### config.mk
export PLATFORM = sky130hd
export DESIGN_NAME = seq_mult
export DESIGN_NICKNAME = d
export VERILOG_FILES = /design/src/rtl/seq_mult_pkg.sv /design/src/rtl/seq_mult_addsub.sv /design/src/rtl/seq_mult.sv
export SDC_FILE = /design/constraint.sdc
export NUM_CORES = 1
export LEC_CHECK = 0
export BUFFER_PORTS_ARGS = -buffer_cell sky130_fd_sc_hd__buf_2
export CAP_MARGIN = 10
export CELL_PAD_IN_SITES_DETAIL_PLACEMENT = 0
export CELL_PAD_IN_SITES_GLOBAL_PLACEMENT = 1
export CORE_MARGIN = 8
export CORE_UTILIZATION = 45
export DETAILED_ROUTE_END_ITERATION = 8
export MAX_ROUTING_LAYER = met4
export PLACE_DENSITY_LB_ADDON = 0.1
export SLEW_MARGIN = 20
export SYNTH_ARGS = -nofsm -noshare
export SYNTH_HDL_FRONTEND = slang
export SYNTH_HIERARCHICAL = 1
export SYNTH_SLANG_ARGS = --single-unit
### constraint.sdc
create_clock -name clk -period 5.94 [get_ports clk]
set_input_delay 1.188 -clock clk [delete_from_list [all_inputs] [get_ports clk]]
set_output_delay 1.188 -clock clk [all_outputs]
set_load 0.01 [all_outputs]
### src/rtl/seq_mult_pkg.sv
`default_nettype none
// ============================================================================
//  Module   : seq_mult_pkg
//  Purpose  : Shared types and constants for the sequential shift-add
//             multiplier: FSM state encoding, legal operand-width range
//             and the iteration-counter width helper.
//  Revision : 1.0 - initial release
// ============================================================================
package seq_mult_pkg;

    localparam int W_MIN = 2;
    localparam int W_MAX = 32;

    typedef enum logic [1:0] {
        IDLE = 2'd0,
        BUSY = 2'd1,
        DONE = 2'd2
    } state_t;

    // Ceiling log2. The counter holds W-1 down to 0, so clog2(W) bits suffice
    // for every legal W (W >= 2).
    function automatic int clog2(input int value);
        int r;
        int v;
        r = 0;
        v = value - 1;
        while (v > 0) begin
            r = r + 1;
            v = v >> 1;
        end
        return r;
    endfunction

endpackage : seq_mult_pkg
`default_nettype wire

### src/rtl/seq_mult_addsub.sv
`default_nettype none
// ============================================================================
//  Module   : seq_mult_addsub
//  Purpose  : Combinational (W+1)-bit adder/subtractor used as the partial
//             product accumulator of seq_mult.
//  Ports    : x   - (W+1)-bit accumulator input
//             y   - (W+1)-bit extended multiplicand (or zero)
//             sub - 1 selects s = x - y, 0 selects s = x + y
//             s   - (W+1)-bit result, wraps modulo 2^(W+1)
//  Revision : 1.0 - initial release
// ============================================================================
module seq_mult_addsub #(
    parameter int W = 4
) (
    input  logic [W:0] x,
    input  logic [W:0] y,
    input  logic       sub,
    output logic [W:0] s
);

    always_comb begin
        s = sub ? (x - y) : (x + y);
    end

endmodule : seq_mult_addsub
`default_nettype wire

### src/rtl/seq_mult.sv
`default_nettype none
// ============================================================================
//  Module   : seq_mult
//  Purpose  : W x W sequential shift-add multiplier, 2W-bit product after
//             W iteration cycles, start/done handshake. One result per
//             W+2 cycles.
//  Ports    : clk         - rising-edge clock
//             rst         - synchronous active-high reset
//             start       - request a multiply (sampled in IDLE only)
//             a, b        - multiplicand / multiplier, captured on start
//             signed_mode - two's-complement operands (SEQ_MULT_SIGNED_EN)
//             busy        - high while iterating
//             done        - one-cycle pulse when p becomes valid
//             p           - product, held until next accepted start
//  Config   : define SEQ_MULT_SIGNED_EN to build signed_mode support
//             (sign-extended add, final-iteration subtract, arithmetic
//             shift). Without it the unit is unsigned, add-only.
//  Revision : 1.0 - initial release
// ============================================================================
module seq_mult
    import seq_mult_pkg::*;
#(
    parameter int W = 4
) (
    input  logic           clk,
    input  logic           rst,
    input  logic           start,
    input  logic [W-1:0]   a,
    input  logic [W-1:0]   b,
`ifdef SEQ_MULT_SIGNED_EN
    input  logic           signed_mode,
`endif
    output logic           busy,
    output logic           done,
    output logic [2*W-1:0] p
);

    localparam int c_cnt_w = clog2(W);

    if (W < W_MIN || W > W_MAX) begin : g_bad_width
        $error("seq_mult: W out of supported range");
    end

    state_t             r_state;
    logic [W-1:0]       r_mcand;
    logic [W:0]         r_hi;
    logic [W-1:0]       r_lo;
    logic [c_cnt_w-1:0] r_cnt;
    logic               r_sgn;

    logic               w_sgn_in;
    logic               w_last;
    logic [W:0]         w_ext;
    logic [W:0]         w_y;
    logic               w_sub;
    logic [W:0]         w_sum;
    logic               w_fill;
    logic [W:0]         w_hi_nx;
    logic [W-1:0]       w_lo_nx;

`ifdef SEQ_MULT_SIGNED_EN
    assign w_sgn_in = signed_mode;
`else
    assign w_sgn_in = 1'b0;
`endif

    assign w_last = (r_cnt == '0);

    always_comb begin
        w_ext = r_sgn ? {r_mcand[W-1], r_mcand} : {1'b0, r_mcand};
        w_y   = r_lo[0] ? w_ext : '0;
`ifdef SEQ_MULT_SIGNED_EN
        // The multiplier's MSB carries weight -2^(W-1) in two's complement,
        // so its partial product is subtracted on the last iteration.
        w_sub  = r_sgn & w_last;
        w_fill = r_sgn & w_sum[W];
`else
        w_sub  = 1'b0;
        w_fill = 1'b0;
`endif
        // {hi,lo} >> 1 with the selected fill bit entering at the top.
        w_hi_nx = {w_fill, w_sum[W:1]};
        w_lo_nx = {w_sum[0], r_lo[W-1:1]};
    end

    seq_mult_addsub #(
        .W (W)
    ) u_addsub (
        .x   (r_hi),
        .y   (w_y),
        .sub (w_sub),
        .s   (w_sum)
    );

    always_ff @(posedge clk) begin
        if (rst) begin
            r_state <= IDLE;
            r_mcand <= '0;
            r_hi    <= '0;
            r_lo    <= '0;
            r_cnt   <= '0;
            r_sgn   <= 1'b0;
            busy    <= 1'b0;
            done    <= 1'b0;
            p       <= '0;
        end else begin
            case (r_state)
                IDLE: begin
                    done <= 1'b0;
                    if (start) begin
                        r_mcand <= a;
                        r_hi    <= '0;
                        r_lo    <= b;
                        r_cnt   <= c_cnt_w'(W - 1);
                        r_sgn   <= w_sgn_in;
                        p       <= '0;
                        busy    <= 1'b1;
                        r_state <= BUSY;
                    end
                end
                BUSY: begin
                    r_hi  <= w_hi_nx;
                    r_lo  <= w_lo_nx;
                    r_cnt <= r_cnt - 1'b1;
                    if (w_last) begin
                        p       <= {w_hi_nx[W-1:0], w_lo_nx};
                        busy    <= 1'b0;
                        done    <= 1'b1;
                        r_state <= DONE;
                    end
                end
                DONE: begin
                    done    <= 1'b0;
                    r_state <= IDLE;
                end
                default: begin
                    busy    <= 1'b0;
                    done    <= 1'b0;
                    r_state <= IDLE;
                end
            endcase
        end
    end

endmodule : seq_mult
`default_nettype wire

======== After elaboration in Yosys (flattened, before gate mapping) ========
Cells that the tools add are included.
word-level totals
  register bits after elaboration ......... 27
  bits in latches ......................... 0
  memory bits (writable) .................. 0
  memory bits (read-only) ................. 0
  input bits .............................. 11
  logic and storage cells ................. 41
  memories kept ........................... 0
operators by class
  $add $sub $neg .......................... 2
  multiply operators ...................... 0
  div/mod/pow operators ................... 0
  order comparisons ....................... 0
  equality and inequality tests ........... 4
  shift operators ......................... 0
  multiplexer cells ....................... 16
  bitwise logic cells ..................... 2
  reduce and logical (&&, ||, !) cells .... 9
operators with widths
  kind                                                                   count
  8-bit 2-to-1 mux                                                       2
  8-bit case mux with 2 select lines                                     1
  5-bit case mux with 2 select lines                                     1
  4-bit 2-to-1 mux                                                       2
  2-bit case mux with 2 select lines                                     2
  4-bit case mux with 2 select lines                                     1
  2-bit 2-to-1 mux                                                       3
  2-bit AND reduction                                                    3
  3-bit AND reduction                                                    2
  5-bit by 4-bit adder with 5-bit output                                 1
  5-bit 2-to-1 mux                                                       1
  2-bit logical NOT                                                      2
  2-bit != test, second input constant                                   2
  1-bit case mux with 3 select lines                                     1
  2-bit by 1-bit equality test with 1-bit output, second input constant  1
  2-bit equality test, second input constant                             1
  1-bit 2-to-1 mux                                                       2
  1-bit inverter                                                         2
  2-bit nonzero test                                                     1
  2-bit OR reduction                                                     1
  2-bit by 1-bit subtractor with 2-bit output, second input constant     1

======== Logic depth before layout (Yosys ltp) ========
  word-level depth ........................ 4
  depth in mapped cells ................... 11
  gate-level depth less buffers ........... 11

======== Modules after synthesis ========
The synthesis kept the hierarchy.
modules (own cells, without submodules)
  module           instances  cells an instance  area an instance (sq um)
  seq_mult         1          108                1046.0
  seq_mult_addsub  1          28                 230.2

======== Least setup slack after synthesis ========
Ideal clock, no wire load.
  kind .................................... register -> register
  from .................................... register r_lo[0]
  to ...................................... register r_hi[3]
  library setup time ...................... 0.128 ns
  arrival ................................. 1.952 ns
  setup slack ............................. 3.860 ns
  stages on the path, launching flop included .. 11
  path buffers ............................ 0
  period minus slack after synthesis ...... 2.080 ns
  cells stage by stage .................... dfxtp_1 and2_1 inv_1 ha_1 mux2i_1 fa_1 a21o_1 a21oi_1 xnor2_1 a22oi_1 nor2_1
between the ends
  word-level cells in the longest chain between the ends .. 3
ends and longest elaborated chain
  element                                 line                   RTL
  start: declaration                      seq_mult.sv:47         logic [W-1:0] r_lo;
  start signal: assignment                seq_mult.sv:123        r_lo <= w_lo_nx;
  4-bit 2-to-1 mux                        seq_mult.sv:71         w_y = r_lo[0] ? w_ext : '0;
  net w_y[0]                              seq_mult.sv:54         logic [W:0] w_y;
  5-bit by 4-bit adder with 5-bit output  seq_mult_addsub.sv:22  s = sub ? (x - y) : (x + y);
  net w_sum[4]                            seq_mult.sv:56         logic [W:0] w_sum;
  5-bit case mux with 2 select lines      seq_mult.sv:107        case (r_state)
  end signal: assignment                  seq_mult.sv:122        r_hi <= w_hi_nx;
  end: declaration                        seq_mult.sv:46         logic [W:0] r_hi;
The timed path passes the listed nets, and every way through them passes these cells.
A chain may end at the register's enable or synchronous reset.

======== Worst setup path after layout ========
  from .................................... register r_lo[0]
  to ...................................... register r_hi[2]
The elaborated chain is that of the path after synthesis.

==> results.cfg <==
[status]
status = finished, final reports clean

[placed_design]
io_buffer_count = 20
dp_hpwl_um = 2050
gp_congestion = 0.756

[logic_synthesis]
synth-compound-area-share = 0.254
synth_top_area_cell = dfxtp_1
ys.flop_type = dfxtp_1
synthMuxAreaShare = 0.0275
synth.most_common_cell = dfxtp_1
ys_warn_count = 6
syn_inst = 136
synth_top_area_frac = 0.408
synth_top_cells_by_count = dfxtp_1 (26), a21oi_1 (14), inv_1 (13), nor2_1 (12), a22o_1 (8)
synth_cell_types = 35
synth.avg_cell_area_um2 = 9.38
syn-cell-area_mm2 = 0.00128
async_reset_ff_frac = 0
yosys_register_bits = 26
synth_top_family_by_area = compound AO/OA/AOI/OAI gates
synth_edf_count = 0
seq_area_frac_synth = 0.408
synth-xor-area-share = 0.0539
synthSimpleGateAreaFrac = 0.118
yosys-top-cells-area = dfxtp_1 (41%), ha_1 (5.9%), a21oi_1 (5.5%), a22o_1 (5.5%), inv_1 (3.8%)
yosys.area_share.adder = 0.0745

[drt]
first_iter_violations = 56
wl_per_cell_um = 14.6
routed_wl_um = 2780
route.detailed.drc = 0
firstDrtPassIters = 5
vias_per_cell = 5.46
ant_nets = 0
vias = 1043

[pwr]
vdd_ir_drop_max_v = 0.000229
switchingPower_w = 0.000110
leakage_nw = 0.641
seqPwrFrac = 0.494
power_frac_comb = 0.201
switching_share = 0.274
p_clk_frac = 0.305
total_power_w = 0.000403
p_int_w = 0.000292
power_density_mw_per_mm2 = 276

[setup_path]
r2r_setup_slack_ns = 3.67
cp-end-kind = flip-flop
arrival_ns = 2.49
cp.required_ns = 6.16
reg2reg_depth = 10
path_max_fanout = 6
critPathKind = reg -> reg
startpoint_type = flip-flop

[timing]
rsz0062_at_grt = no
max-slew-margin-rel = 0.641
holdWs_ns = 0.489
fin_crit_ns = 2.27
setup_tns_ns = 0
worstMarginPinSlew_ns = 0.537
skew_ns = 0.00637
slew_viol_final = 0
finalSetupViolCount = 0
fin_crit_sh = 0.382
fmax_mhz = 440
hold_viol_final = 0

[clock_network]
htree_num_levels = 1
clk_pin_slew_worst_paths_ns = 0.15
cts_sinks = 26
root_buffer = clkbuf_4
cts-resized-gates = 0
clockBufferDepth = 2
numCtsBuffers = 3
clk_latency_ns = 0.32
cts_setup_buffers = 0
ctsHoldBuffers = 0
cts_tree = built

[floorplan]
die_w_um = 69.3
io_pins = 21
dieArea_mm2 = 0.00480
floorplan.rows = 19
die_h_um = 69.3
initial_core_util = 0.467
core_mm2 = 0.00273

[layout]
synthToLayoutAreaGrowth_pct = 14.4
finish.utilization = 0.534
fin_nets = 179
drive_above_1_share = 0.219
fillers = 281
antennaDiodeCount = 0

[grt]
grt_max_degree = 20
antenna_found_initial = 0
overflow = 0
grt_pass1_vias = 1108
grt_pass1_wl_um = 5110
grt_usage = 0.127

[worst_hold_path]
holdPathStages = 2
hp-class = reg -> reg

[flow_run]
drv_cap = 0
sequential cells by signal, indices dropped and copies added, names as in the netlist:
| register | flops |
|---|---|
| busy | 1 |
| done | 1 |
| p | 8 |
| r_cnt | 2 |
| r_hi | 4 |
| r_lo | 4 |
| r_mcand | 4 |
| r_state | 2 |
power groups by stage:
stage	combinational (W)	clock [W]	sequential, W
floorplan	0.0000639	0	0.000199
global placement	0.0000785	0	0.000202
detailed placement	0.0000808	0	0.000203
CTS	0.0000814	0.000125	0.000199
global route	0.0000919	0.000133	0.000201
finish	0.0000809	0.000123	0.000199
metal layers:
| layer | vias up | wire length, um | global-route usage |
|---|---|---|---|
| met3 | 6 | 135 | 0.0343 |
| met4 | 0 | 49 | 0.0524 |
| li1 | 517 | - | - |
| met1 | 489 | 1280 | 0.153 |
| met5 | - | 0 | - |
| met2 | 31 | 1320 | 0.196 |
layout by cell type, fill, tap and decap left out, types with 2 or more instances in the layout:
cell and count:
xnor2_1 5, ha_1 6, a22o_1 8, o22a_1 2, o21ai_0 4, o221a_2 4
nor2_1 12, a21o_1 4, buf_2 20, a22oi_1 4, inv_1 13, a21oi_1 14
mux2i_1 2, and2_1 4, dfxtp_1 26, conb_1 6, nor3_1 3, nand2_1 4
clkbuf_4 3
critical path, stage by stage, from the launching register on:
cell	delay [ns]
dfxtp_1	0.40
and2_1	0.19
inv_1	0.06
ha_1	0.28
mux2i_1	0.24
ha_1	0.31
a21o_1	0.16
a21oi_1	0.18
xnor2_1	0.10
a22oi_1	0.18
nor2_1	0.05
kinds of logic after synthesis:
logic type,after synthesis
compound gates,44
other cells,1
flops,26
mux,3
simple gates,29
buf+inv,19
fa+ha+maj,7
xor+xnor,7
stage by stage:
stage,setup WS (ns),std cells,instance area (um2)
finish,3.67,191,1460
global placement,3.76,187,1410
detailed placement,3.71,187,1410
floorplan,3.86,141,1290
CTS,3.69,191,1460
global route,3.49,191,1460
final cells by class:
| cell class | instances | area (um2) | share of cell area |
|---|---|---|---|
| tap | 31 | 38.8 | 0.0266 |
| inverter | 14 | 52.6 | 0.0360 |
| sequential | 26 | 520 | 0.356 |
| clock buffer | 3 | 22.5 | 0.0154 |
| multi-input combinational | 96 | 696 | 0.476 |
| clock inverter | 1 | 30.0 | 0.0206 |
| timing repair buffer | 20 | 100 | 0.0686 |
final timing paths:
kind / from / to
max: r_lo[0] / r_hi[2]
min: r_mcand[1] / r_mcand[1]
max reg2reg: r_lo[0] / r_hi[2]
min reg2reg: r_mcand[1] / r_mcand[1]
Note: power is estimated with default switching activity, not from simulation.
